<file path="config.mk">
export PLATFORM = sky130hd
export DESIGN_NAME = nr_demux4_port
export DESIGN_NICKNAME = d
export VERILOG_FILES = /design/src/rtl/nr_demux4_port.sv
export SDC_FILE = /design/constraint.sdc
export NUM_CORES = 1
export LEC_CHECK = 0
export BUFFER_PORTS_ARGS = -buffer_cell sky130_fd_sc_hd__buf_2
export CAP_MARGIN = 20
export CORE_AREA = 10 10 85 87
export CTS_BUF_LIST = sky130_fd_sc_hd__clkbuf_8
export DETAILED_ROUTE_END_ITERATION = 7
export DIE_AREA = 0 0 95 97
export PLACE_DENSITY = 0.8
export SETUP_SLACK_MARGIN = 0.4
export SYNTH_ARGS = -nofsm -noshare
export SYNTH_HDL_FRONTEND = slang
export SYNTH_SLANG_ARGS = --single-unit
</file>
<file path="constraint.sdc">
create_clock -name clk -period 2.8 [get_ports clk]
set_input_delay 0.42 -clock clk [delete_from_list [all_inputs] [get_ports clk]]
set_output_delay 0.42 -clock clk [all_outputs]
set_load 0.03 [all_outputs]
</file>
<file path="src/rtl/nr_demux4_port.sv">
// Registered 1-to-4 demultiplexer: steers one producer word into one of four
// independently drained holding registers, with a per-channel accept counter.
module nr_demux4_port #(
  parameter int WIDTH = 8,
  parameter int CNT_W = 8
) (
  input  logic                 clk,
  input  logic                 rst,
  input  logic                 in_valid,
  input  logic [1:0]           in_sel,
  input  logic [WIDTH-1:0]     in_data,
  output logic                 in_ready,
  output logic [3:0]           out_valid,
  output logic [4*WIDTH-1:0]   out_data,
  input  logic [3:0]           out_ready,
  output logic [4*CNT_W-1:0]   xfer_cnt
);

  typedef enum logic {EMPTY = 1'b0, FULL = 1'b1} ch_state_t;

  ch_state_t        state_p0  [4];
  ch_state_t        state_nxt [4];
  logic [WIDTH-1:0] data_p0   [4];
  logic [CNT_W-1:0] cnt_p0    [4];
  logic [3:0]       vld_p0;
  logic             accept;
  logic [3:0]       acc_ch;

  // A full channel still accepts when its consumer drains in the same cycle.
  assign in_ready = !rst && (!vld_p0[in_sel] || out_ready[in_sel]);
  assign accept   = in_valid && in_ready;
  assign acc_ch   = accept ? (4'b0001 << in_sel) : 4'b0000;

  always_comb begin
    for (int i = 0; i < 4; i++) begin
      state_nxt[i] = state_p0[i];
      case (state_p0[i])
        EMPTY:   if (acc_ch[i]) state_nxt[i] = FULL;
        FULL:    if (!acc_ch[i] && out_ready[i]) state_nxt[i] = EMPTY;
        default: state_nxt[i] = EMPTY;
      endcase
    end
  end

  // p0: holding registers and counters
  always_ff @(posedge clk or posedge rst) begin
    if (rst) begin
      for (int i = 0; i < 4; i++) begin
        state_p0[i] <= EMPTY;
        data_p0[i]  <= '0;
        cnt_p0[i]   <= '0;
      end
    end else begin
      for (int i = 0; i < 4; i++) begin
        state_p0[i] <= state_nxt[i];
        if (acc_ch[i]) begin
          data_p0[i] <= in_data;
          cnt_p0[i]  <= cnt_p0[i] + CNT_W'(1);
        end
      end
    end
  end

  for (genvar g = 0; g < 4; g++) begin : g_out
    assign vld_p0[g]                      = (state_p0[g] == FULL);
    assign out_valid[g]                   = vld_p0[g];
    assign out_data[g*WIDTH +: WIDTH]     = data_p0[g];
    assign xfer_cnt[g*CNT_W +: CNT_W]     = cnt_p0[g];
  end

endmodule

</file>
# == After elaboration in Yosys (flattened, before gate mapping) ==
# Index checks and enable logic that the tools add are counted.
# classes
shifts,1
bitwise,4
add_sub_neg,4
reduce_logical,13
n_lt_le_gt_ge,1
n_mux,17
# ops
operator,count
$add A8 B1 Y8 const B,4
$mux W1,10
$pmux W1 S2,4
$logic_and A1 B1 Y1,6
$logic_not A1 Y1,6
$bmux W1 S2,2
$mux W4,1
$not A1 Y1,4
$shl A1 B2 Y4 const A,1
$lt A2 B3 Y1 const B,1
$logic_or A1 B1 Y1,1
# totals
inputBits,17
output_inout_bits,69
register_bits,68
wordCells,52

# == Longest topological paths before layout ==
# depth
depth_word,11
ltp_mapped,6

# == Worst setup path after synthesis ==
# Ideal clock, no wire load.
# synth_path
kind,input-to-output
start,in rst
end,out in_ready
t_arrival_ps,2309
required_time_ps,2380
slack_ps,71
path_buffers,0
path_stages,2
path_cell_list,inv_1 > and2_1
# synth_via
elab_chain_cells,2
# synth_lines
item,line_no,source
from (decl),8,"input logic rst,"
$logic_not A1 Y1 (no source line),n/a,
$logic_and A1 B1 Y1,30,assign in_ready = !rst && (!vld_p0[in_sel] || out_ready[in_sel]);
to (decl),12,"output logic in_ready,"
# Every way passes these cells.

# == Worst setup path in the final report ==
# layout_path
start,"reg state_p0, in the netlist out_valid[3]"
end,out in_ready
# layout_via
elab_chain_cells,5
# layout_lines
item,line_no,source
from (decl),21,ch_state_t state_p0 [4];
"from (signal, indexed assignment)",55,state_p0[i] <= state_nxt[i];
$bmux W1 S2,30,
$mux W1 (implied by the code),30,
$logic_not A1 Y1,30,
$logic_or A1 B1 Y1,30,
$logic_and A1 B1 Y1,30,
# Every way passes these cells. The select of a mux whose other input is x is not followed.

==> results.tsv <==
metric	value	unit
minimum clock period	2210	ps
startpoint types	flip-flop	
Register Area	1700	sq um
Synth Flop Type	dfrtp_1	
Yosys top cell area share	59.9	%
fin nets	374	
post-route ant nets	0	
DRC Markers	0	
yosys warns	0	
XOR/XNOR Fraction of Synth Area	8.63	%
WL final	6920	microns
syn_area_per_cell	10.8	sq um
wire per inst	16.1	microns
crit path capture type	output pin	
WP data arrival	1790	ps
Top-Level Pins	86	
Rel. slew slack	43.9	%
DR vias	2169	
worst path required time	2380	ps
Final period util	79.0	%
CTS tree	done	
Simple-Gate Fraction of Synth Area	24.0	%
Filler cells	471	
syn nets	284	
Cell Rows	27	
Post-synth top cells	nand2_1, dfrtp_1, xnor2_1	
DR iter-0 viols	65	
WS Path Type	reg2out	
number of synthesized flops with an enable pin	0	
main area contributors after synthesis	dfrtp_1, nand2_1, xnor2_1, mux2_2, nand4_1	
Seq/Total Area, Yosys	59.9	%
post-synthesis mux area share	3.57	%
root buf cell	clkbuf_8	
final hold violation count	0	
DR vias/cell	5.04	
die width	95	microns
later-pin clock latency in the skew report	330	ps
Layout area overhead	24.1	%
crit-path cells	and4b_1, nor4_1, and2_1, buf_2	
first-pass GRT wire length	11300	microns
Tot Pwr	3.03	mW
flops & latches, synth	68	
fmax	0.452	GHz
post-CTS setup buffer count	0	
Post-Syn Area	2840	sq um
Post-Syn Instances	263	
largest family of logic cells by synthesized area	simple AND/OR/NAND/NOR gates	
layout cells sized above 1	32.4	%
ant diodes	0	
hold_buf cts	0	
initial core utilization	51.9	%
largest net degree at the start of global routing	69	
leading area contributor after synthesis	dfrtp_1	
CTS buffer count	9	
initial antenna violation count	0	
Detail Placement HPWL	5090	microns
most numerous cell in the Yosys netlist	nand2_1	
multi-input logic area	1080	sq um
Clock Tree Buf Depth	2	
Reg clk slew, reported paths	70	ps
area of the die	9220	sq um
Pins Over Slew Limit	0	
Core ar.	5470	sq um
H-tree depth	3	
Power Dens Cells	860	nW/um^2
CP peak stage delay	510	ps
Synth Area in Adders	1.76	%
Max-Cap Viols	0	
Die H	97	microns
unrepaired setup endpoints after global routing	no	
GP Congestion	0.842	
clock sinks	68	
CTS resizes	0	
Min-Delay Path Class	in2reg	
vias in the first global route	2218	
LEAKAGE	1.89	nW
global-route usage over all layers	15.4	%
highest-delay cell along the critical path	nor4_1	
# setup viols final	0	
Netlist cell types	28	
Async S/R FF share, synth	100	%
maximum vdd drop	0.560	mV
DRT Pass-1 Iters	4	
status	completed	
skew final	11.2	ps
critical-path maximum fanout	3	
Synth Area in Compound Gates	0.176	%
total grt overflow	0	
slew at the pin with the worst max-slew slack	841	ps
setup TNS	0	ps
Port-buffer cells	85	
==> per-stage QoR <==
step	util, %	hold slack [ps]	cell area (sq um)	setup WS, ps	instances
after global routing	64.4	319	3520	454	430
final	64.4	300	3520	589	430
after CTS	64.4	296	3520	567	430
after floorplan	-	516	2840	519	263
after detailed placement	60.9	457	3330	727	414
after global placement	60.9	452	3330	790	414
==> cell usage in the layout (no fill, tap or decap), types with 3 or more instances in the layout <==
cell / instances
xnor2_1: 24
nor2b_1: 5
and3_1: 6
nand2b_1: 3
ha_1: 4
nand4_1: 11
dfrtp_1: 68
clkbuf_8: 12
buf_2: 85
nand3_1: 9
clkinvlp_4: 3
mux2_2: 9
xor2_1: 4
buf_4: 3
nand2_1: 88
nor2_1: 3
==> registers in the layout, indices dropped and copies added (netlist names) <==
register,cells
out_data,32
xfer_cnt,32
out_valid,4
==> where the power goes <==
group          internal, mW  leakage [nW]  switching [mW]  total, mW
clock network         0.389        0.0958           0.348      0.738
logic                 0.281         0.916           0.646      0.927
registers              1.17         0.879           0.191       1.36
total                  1.84          1.89            1.18       3.03
==> critical path, delay by kind of cell (launching register included) <==
kind / cells / cell delay [ps]
DFF: 1 / 390
buffers and inverters: 1 / 190
and+or+nand+nor: 3 / 890
==> logic make-up (layout without fill, tap and decap cells) <==
logic type / count (synthesis) / in the layout
AND/OR/NAND/NOR: 142 / 142
AO/OA/AOI/OAI: 1 / 1
adder cells (fa/ha/maj): 4 / 4
flip-flops: 68 / 68
XOR/XNOR: 28 / 28
multiplexers: 9 / 9
buffers and inverters: 11 / 106
==> final cells by class <==
| cell class | count | share of cell area, % |
|---|---|---|
| Inverter | 2 | 0.320 |
| Clock buffer | 12 | 4.69 |
| Tap cell | 72 | 2.56 |
| Multi-Input combinational cell | 184 | 30.8 |
| Clock inverter | 4 | 0.675 |
| Sequential cell | 68 | 48.3 |
| Timing Repair Buffer | 88 | 12.7 |
==> routing by layer <==
metal | part of all wire, % | vias to the layer above | global-route usage (%)
li1 | - | 1046 | -
met1 | 43 | 1055 | 19.7
met2 | 46 | 62 | 22.4
met3 | 9.7 | 6 | 6.32
met4 | 0.91 | 0 | 5.84
met5 | 0 | - | 0
==> path summary, 6_finish.rpt <==
check	start	to	slack, ps	cells after the start
setup / recovery	out_valid[3]	in_ready	590	4
min in group asynchronous	rst	xfer_cnt[14]	400	3
max in group asynchronous	rst	out_valid[0]	1860	3
setup reg to reg	out_valid[3]	out_data[25]	1000	3
hold reg to reg	xfer_cnt[23]	xfer_cnt[23]	470	1
hold / removal	out_ready[2]	out_valid[2]	300	2
No activity file was read; power rests on OpenSTA's default activity.
